==> src/rtl/serial_subtractor.sv <==
// ---------------------------------------------------------------------------
// serial_subtractor
//
// Bit-serial subtractor computing diff = a - b - bin (mod 2^WIDTH) and the
// unsigned borrow-out, one bit per clock, LSB first, through a single 1-bit
// full-subtractor cell. A three-state FSM (IDLE -> RUN -> DONE) sequences
// the operation; a result takes WIDTH cycles and is presented with a
// one-cycle done pulse.
//
// Ports:
//   clk    in   1      clock, rising edge active
//   rst_n  in   1      asynchronous active-low reset
//   start  in   1      request a subtraction (accepted in IDLE or DONE)
//   a      in   WIDTH  minuend, captured on the accepting edge only
//   b      in   WIDTH  subtrahend, captured on the accepting edge only
//   bin    in   1      borrow-in, captured on the accepting edge only
//   diff   out  WIDTH  registered difference, held until the next result
//   bout   out  1      registered borrow-out (a < b + bin, unsigned)
//   busy   out  1      high while the FSM is in RUN
//   done   out  1      high for the single cycle the FSM is in DONE
// ---------------------------------------------------------------------------
module serial_subtractor #(
    parameter int WIDTH = 8
) (
    input  logic             clk,
    input  logic             rst_n,
    input  logic             start,
    input  logic [WIDTH-1:0] a,
    input  logic [WIDTH-1:0] b,
    input  logic             bin,
    output logic [WIDTH-1:0] diff,
    output logic             bout,
    output logic             busy,
    output logic             done
);

    localparam int CW = $clog2(WIDTH);
    localparam logic [CW-1:0] LAST_BIT = CW'(WIDTH - 1);

    typedef enum logic [1:0] {
        IDLE = 2'd0,
        RUN  = 2'd1,
        DONE = 2'd2
    } state_t;

    state_t           state_q;
    logic [WIDTH-1:0] a_q;
    logic [WIDTH-1:0] b_q;
    logic [WIDTH-1:0] res_q;
    logic             br_q;
    logic [CW-1:0]    cnt_q;
    logic [WIDTH-1:0] diff_q;
    logic             bout_q;
    logic             busy_q;
    logic             done_q;

    // Full-subtractor cell on the current LSBs and borrow.
    logic             d_bit;
    logic             br_d;
    logic [WIDTH-1:0] res_d;
    logic [WIDTH-1:0] a_d;
    logic [WIDTH-1:0] b_d;
    logic [CW-1:0]    cnt_d;

    always_comb begin
        d_bit = a_q[0] ^ b_q[0] ^ br_q;
        br_d  = (~a_q[0] & b_q[0]) | (~a_q[0] & br_q) | (b_q[0] & br_q);
        // New bit enters at the MSB; after WIDTH shifts bit 0 of the
        // result sits at bit 0 of the register.
        res_d = WIDTH'({d_bit, res_q} >> 1);
        a_d   = a_q >> 1;
        b_d   = b_q >> 1;
        cnt_d = cnt_q + CW'(1);
    end

    always_ff @(posedge clk or negedge rst_n) begin
        if (!rst_n) begin
            state_q <= IDLE;
            a_q     <= '0;
            b_q     <= '0;
            res_q   <= '0;
            br_q    <= 1'b0;
            cnt_q   <= '0;
            diff_q  <= '0;
            bout_q  <= 1'b0;
            busy_q  <= 1'b0;
            done_q  <= 1'b0;
        end else begin
            case (state_q)
                IDLE, DONE: begin
                    done_q <= 1'b0;
                    if (start) begin
                        a_q     <= a;
                        b_q     <= b;
                        br_q    <= bin;
                        cnt_q   <= '0;
                        state_q <= RUN;
                        busy_q  <= 1'b1;
                    end else begin
                        state_q <= IDLE;
                        busy_q  <= 1'b0;
                    end
                end
                RUN: begin
                    // start is deliberately not looked at here.
                    a_q   <= a_d;
                    b_q   <= b_d;
                    br_q  <= br_d;
                    res_q <= res_d;
                    if (cnt_q == LAST_BIT) begin
                        cnt_q   <= '0;
                        state_q <= DONE;
                        diff_q  <= res_d;
                        bout_q  <= br_d;
                        busy_q  <= 1'b0;
                        done_q  <= 1'b1;
                    end else begin
                        cnt_q <= cnt_d;
                    end
                end
                default: begin
                    state_q <= IDLE;
                    busy_q  <= 1'b0;
                    done_q  <= 1'b0;
                end
            endcase
        end
    end

    assign diff = diff_q;
    assign bout = bout_q;
    assign busy = busy_q;
    assign done = done_q;

endmodule
==> config.mk <==
export PLATFORM = sky130hd
export DESIGN_NAME = serial_subtractor
export DESIGN_NICKNAME = d
export VERILOG_FILES = /design/src/rtl/serial_subtractor.sv
export SDC_FILE = /design/constraint.sdc
export NUM_CORES = 1
export LEC_CHECK = 0
export ABC_AREA = 1
export CORE_MARGIN = 3
export CORE_UTILIZATION = 40
export CTS_BUF_LIST = sky130_fd_sc_hd__clkbuf_4 sky130_fd_sc_hd__clkbuf_8
export DETAILED_ROUTE_END_ITERATION = 16
export MAX_ROUTING_LAYER = met4
export PLACE_DENSITY = 0.62
export SLEW_MARGIN = 20
export SYNTH_ARGS = -nofsm -noshare
export SYNTH_HDL_FRONTEND = slang
export SYNTH_SLANG_ARGS = --single-unit
==> constraint.sdc <==
create_clock -name clk -period 2.8 [get_ports clk]
set_clock_uncertainty 0.15 [all_clocks]
set_input_delay 0.56 -clock clk [delete_from_list [all_inputs] [get_ports clk]]
set_output_delay 0.56 -clock clk [all_outputs]
set_load 0.01 [all_outputs]
==> metrics.cfg, run 1 <==
[timing]
hold_violations = 0
fin_crit_ps = 1975
fin_crit_sh = 0.7053
slew_violations = 0
tightest_slew_ps = 867.3
fmax_mhz = 506.3
relSlewSlack = 0.4218
rsz0062_at_grt = false
fin_setup_tns_ps = 0
setup_viol = 0

[synthesis]
synth_cells = 223
yosysSeqAreaShare = 0.5214
netlist_area_um2 = 1872
synth_warnings = 0
synth_area_leaders = dfrtp_1 52%, nand2_1 15%, inv_1 8.0%
synth_most_common_cell = nand2_1
synthTopCellsByCount = 74 x nand2_1, 40 x inv_1, 39 x dfrtp_1
yosys_most_used_dff = dfrtp_1
synthArstFlopShare = 1.000
syn_area_per_cell_um2 = 8.394
synth.distinct_cells = 17
synth_top_area_frac = 0.5214
synth_nets = 246
synth-edff-count = 0
synth_top_area_cell = dfrtp_1
synth_seq_cells = 39

[worst_setup_path]
cpMaxStageDelayCell = clkdlybuf4s50_1
critPathLaunchType = flop
reg2reg_from = state_q[1]$_DFFE_PN0P_
cp.arrival_ps = 1260
slowest_delay_ps = 560
crit_buf_inv = 1
cp_cell_sequence = clkdlybuf4s50_1
worstSetupPathType = reg -> out
path_delay_family = buffers and inverters
required_ps = 2090
worstPathMaxFanout = 3
critPathCaptureType = output port
critPathLaunch = state_q[1]$_DFFE_PN0P_

[die]
die_h_um = 74.41
pin_count = 31
design.core.area_um2 = 4444
rows = 24
die_area_um2 = 5536
dieWidth_um = 74.41
start_util = 0.4212

[global_routing]
antenna_found_initial = 0
grt_pass1_wl_um = 5644
overflow = 0
grt_pass1_vias = 1229
grtUsageTotal = 0.1371
grt_max_degree = 40

[clock_network]
htree_levels = 2
hold_buffers = 0
cts_sinks = 39
post_cts_resized = 0
cts.path.max_buffers = 2
path_clk_slew_ps = 70
cts_tree = built
cts_root_buf = clkbuf_8
post-cts-setup-buffers = 0
insertion_delay_ps = 280
cts_buffers = 5

[power]
irDropWorstVdd_mv = 0.3471
p_leak_nw = 1.210
power-per-cell-area_nw_per_um2 = 1081

[layout]
n_antenna_cell = 0
fin_nets = 275
drive_above_1_share = 0.1028
syn2layout_area_growth_pct = 20.72
post-route-util = 0.5084

[drt]
wirelength_um = 3365
via_count = 1388
drtPass1Iterations = 4
wl_per_cell_um = 11.03
drc = 0
drt_iter0_drc = 120
ant_nets = 0
via_per_inst = 4.551

[job]
drv_cap = 0

[placement]
hpwlAfterDp_um = 2250
gp_congestion = 0.7114
portBuffers = 30

[run_status]
status = completed

[hold_path]
holdCritPathClass = in -> async

## worst paths after layout
path | slack (ps) | to | cells after the start
worst max-delay path | 830 | done | 1
worst min-delay path | 240 | a_q[5]$_DFFE_PN0P_ | 1
worst max register to register | 1050 | a_q[2]$_DFFE_PN0P_ | 6
worst min register to register | 330 | diff[5]$_DFFE_PN0P_ | 2
max in group asynchronous | 1710 | a_q[1]$_DFFE_PN0P_ | 1
min in group clk | 330 | diff[5]$_DFFE_PN0P_ | 2
## cells by family after synthesis
group / count (synthesis) / share of synthesized area
and+or+nand+nor: 110 / 0.2607
buffers and inverters: 52 / 0.1270
DFF: 39 / 0.5214
AOI/OAI and AO/OA: 19 / 0.06684
adders and majority gates: 3 / 0.02406
## state kept, by name, summed over array words and instances (netlist names)
signal   count
a_q          8
b_q          8
diff         8
res_q        7
cnt_q        3
state_q      2
bout         1
br_q         1
busy         1
## power breakdown
part	internal [mW]	total, mW	switching (mW)
combinational	0.452	1.11	0.658
sequential	0.828	0.959	0.132
clock	0.194	0.374	0.180
total	1.47	2.44	0.969
## per-stage QoR
stage | hold slack, ps | total power [mW] | setup slack [ps] | area, µm² | instances
3_5_place_dp | 311.8 | 2.096 | 947.0 | 2171 | 297
3_3_place_gp | 304.1 | 2.076 | 956.9 | 2171 | 297
2_1_floorplan | 114.4 | 1.811 | 1434 | 1872 | 223
4_1_cts | 265.6 | 2.480 | 808.9 | 2260 | 305
5_1_grt | 301.3 | 2.676 | 755.7 | 2260 | 305
6_report | 235.2 | 2.443 | 825.1 | 2260 | 305
## cells in the final DEF, fill, tap and decap left out
cell type and instances:
buf_4 1, inv_6 1, nand2_4 4, inv_1 40, nor2_1 1, o21ai_0 11
clkinv_2 1, nand3_1 30, fa_1 1, nor2_4 1, inv_2 1, nand2_1 74
inv_4 1, dfrtp_1 39, buf_2 1, ha_1 2, o21ai_2 8, clkbuf_4 2
clkbuf_8 5, clkdlybuf4s50_1 29
## final cells by class
class	instances	area, µm²
inverters	43	168.9
clock inverters	1	5.005
fillers	447	2185
well taps	52	65.06
flip-flops and latches	39	975.9
repair buffers	31	302.8
multi-input cells	132	658.1
clock buffers	7	83.83
## layer usage
layer / routed length [µm] / up-vias / track usage
met4: 40 / 0 / 0.03755
met2: 1576 / 24 / 0.2049
met1: 1633 / 628 / 0.1794
met5: 0 / - / -
li1: - / 731 / -
met3: 115 / 5 / 0.04459
(Power assumes the default switching activity.)
==> run 2: changes to the inputs <==
--- a/config.mk
+++ b/config.mk
@@ -11,7 +11,7 @@
 export CTS_BUF_LIST = sky130_fd_sc_hd__clkbuf_4 sky130_fd_sc_hd__clkbuf_8
 export DETAILED_ROUTE_END_ITERATION = 16
 export MAX_ROUTING_LAYER = met4
-export PLACE_DENSITY = 0.62
+export PLACE_DENSITY = 0.64
 export SLEW_MARGIN = 20
 export SYNTH_ARGS = -nofsm -noshare
 export SYNTH_HDL_FRONTEND = slang
==> constraint.sdc (replaced) <==
create_clock -name clk -period 1.8 [get_ports clk]
set_clock_uncertainty 0.15 [all_clocks]
set_input_delay 0.36 -clock clk [delete_from_list [all_inputs] [get_ports clk]]
set_output_delay 0.36 -clock clk [all_outputs]
set_load 0.01 [all_outputs]
==> metrics.cfg, run 2 (synthesized netlist as in run 1, its figures left out) <==
[clock_network]
cts_buffers = 5  ; unchanged
cts_sinks = 39  ; unchanged
cts.path.max_buffers = 2  ; unchanged
insertion_delay_ps = 290  ; about the same
path_clk_slew_ps = 70  ; about the same
htree_levels = 2  ; unchanged
cts_tree = built
cts_root_buf = clkbuf_8

[worst_setup_path]
slowest_delay_ps = 540  ; -20 ps
critPathLaunch = bout$_DFFE_PN0P_
cpMaxStageDelayCell = clkdlybuf4s50_1
path_delay_family = buffers and inverters
required_ps = 1290  ; -800 ps
reg2reg_from = cnt_q[0]$_DFFE_PN0P_
worstSetupPathType = reg -> out
cp.arrival_ps = 1170  ; -90 ps
rr_endpoint = diff[0]$_DFFE_PN0P_
worst_r2r_path_depth = 6  ; unchanged
r2r_slack_ps = 330  ; -720 ps
crit_buf_inv = 1  ; unchanged
critPathLaunchType = flop
critPathCaptureType = output port
worstPathMaxFanout = 2  ; -1
cp_cell_sequence = clkdlybuf4s50_1

[layout]
fin_nets = 281  ; +2.2%
syn2layout_area_growth_pct = 24.06
layout_commonest_cell = nand2_1
mostFrequentLayoutCells = 74 x nand2_1, 40 x inv_1, 39 x dfrtp_1
final_cells = 311  ; +2.0%
n_antenna_cell = 0  ; unchanged
drive_above_1_share = 0.1197  ; +0.01692

[global_routing]
grtUsageTotal = 0.1442  ; +0.007108
overflow = 0  ; unchanged
grt_pass1_wl_um = 6003  ; +6.4%
grt_max_degree = 25  ; -38%
antenna_found_initial = 0  ; unchanged
grt_pass1_vias = 1352  ; +10%

[drt]
drt_iter0_drc = 85  ; -29%
via_per_inst = 4.563  ; +0.26%
drtPass1Iterations = 4  ; unchanged
via_count = 1419  ; +2.2%
drc = 0  ; unchanged
wirelength_um = 3408  ; +1.3%
wl_per_cell_um = 10.96  ; -0.68%
ant_nets = 0  ; unchanged

[die]
pin_count = 31  ; unchanged
start_util = 0.4212  ; unchanged
die_area_um2 = 5536  ; unchanged
die_h_um = 74.41  ; unchanged
design.core.area_um2 = 4444  ; unchanged
dieWidth_um = 74.41  ; unchanged
rows = 24  ; unchanged

[placement]
place_inst = 301  ; +1.3%
gp_congestion = 0.7089  ; -0.35%
hpwlAfterDp_um = 2444  ; +8.6%
portBuffers = 30  ; unchanged

[hold_path]
whs_path_depth = 2
holdCritPathClass = reg -> reg
min_to = diff[0]$_DFFE_PN0P_
hold_start = res_q[1]$_DFFE_PN0P_

[timing]
fin_setup_tns_ps = 0  ; unchanged
fin_crit_sh = 0.9351
tightest_slew_ps = 525.7  ; -341.6 ps
fin_crit_ps = 1683
fmax_mhz = 594.1
relSlewSlack = 0.6495  ; +0.2277
setup_viol = 0  ; unchanged
slew_violations = 0  ; unchanged
hold_violations = 0  ; unchanged
rsz0062_at_grt = false

[power]
power-per-cell-area_nw_per_um2 = 1679  ; +55%
p_sw_mw = 1.514  ; +56%
clock_power_share = 0.167  ; +0.014
irDropWorstVdd_mv = 0.5512  ; +59%
intPower_mw = 2.385  ; +62%
seq_power_share = 0.386  ; -0.007
swShare = 0.3884  ; -0.008516
power_frac_comb = 0.447  ; -0.007
p_leak_nw = 1.245  ; +2.8%

[job]
drv_cap = 0  ; unchanged

[run_status]
status = completed

==> run 2: cell count changes in the layout (fill, tap and decap cells not counted) <==
cell           delta
clkbuf_8          +2
clkinv_2          -1
dlygate4sd3_1     +1
buf_4             +5
clkbuf_4          -1
==> run 2: layer usage <==
metal  vias to the layer above  part of all wire  wire (µm)  global-route usage
met5                         -                 0          0                   -
met4                         0             0.017         57             0.04743
met3                         5             0.035        118             0.03649
met2                        22              0.48       1637              0.2273
met1                       650              0.47       1595              0.1814
li1                        742                 -          -                   -
==> run 2: repair_timing <==
item                                    in CTS  in global routing
buffers inserted                             0                  1
hold buffers                                 1                  0
endpoints found under the hold margin       22                  0
endpoints found under the setup margin       0                  1
gates resized for setup                      0                  0
==> run 2: power groups by stage <==
stage                     registers [mW]  clock network (mW)  logic (mW)
after global placement              1.52                   0        1.73
final                               1.51               0.652        1.74
after detailed placement            1.52                   0        1.77
after global routing                1.56               0.710        2.02
after floorplan                     1.51                   0        1.30
after CTS                           1.51               0.674        1.78
==> run 2: stage by stage <==
step / setup WS [ps] / utilization / total power [mW] / hold slack (ps) / instance area (µm²)
after floorplan: 434.1 / - / 2.818 / -85.59 / 1872
after global placement: 172.5 / 0.4952 / 3.254 / 225.7 / 2201
after detailed placement: 152.0 / 0.4952 / 3.291 / 216.7 / 2201
after CTS: 16.59 / 0.5208 / 3.963 / 332.7 / 2315
after global routing: 45.94 / 0.5225 / 4.294 / 355.1 / 2322
final: 116.8 / 0.5225 / 3.899 / 326.3 / 2322
==> run 2: cell type report <==
| cell class | instances | area [µm²] |
|---|---|---|
| fill | 428 | 2122 |
| sequential | 39 | 975.9 |
| multi-input combinational | 132 | 658.1 |
| timing repair buffer | 37 | 350.3 |
| inverter | 43 | 168.9 |
| clock buffer | 8 | 103.9 |
| tap | 52 | 65.06 |
==> run 2: worst max path at each step <==
stage / end / slack (ps) / cells past startpoint
floorplan: diff[7]$_DFFE_PN0P_ / 430 / 6
global placement: a_q[3]$_DFFE_PN0P_ / 170 / 6
global route: bout / 50 / 1
finish: bout / 120 / 1
detailed placement: b_q[6]$_DFFE_PN0P_ / 150 / 6
CTS: done / 20 / 1
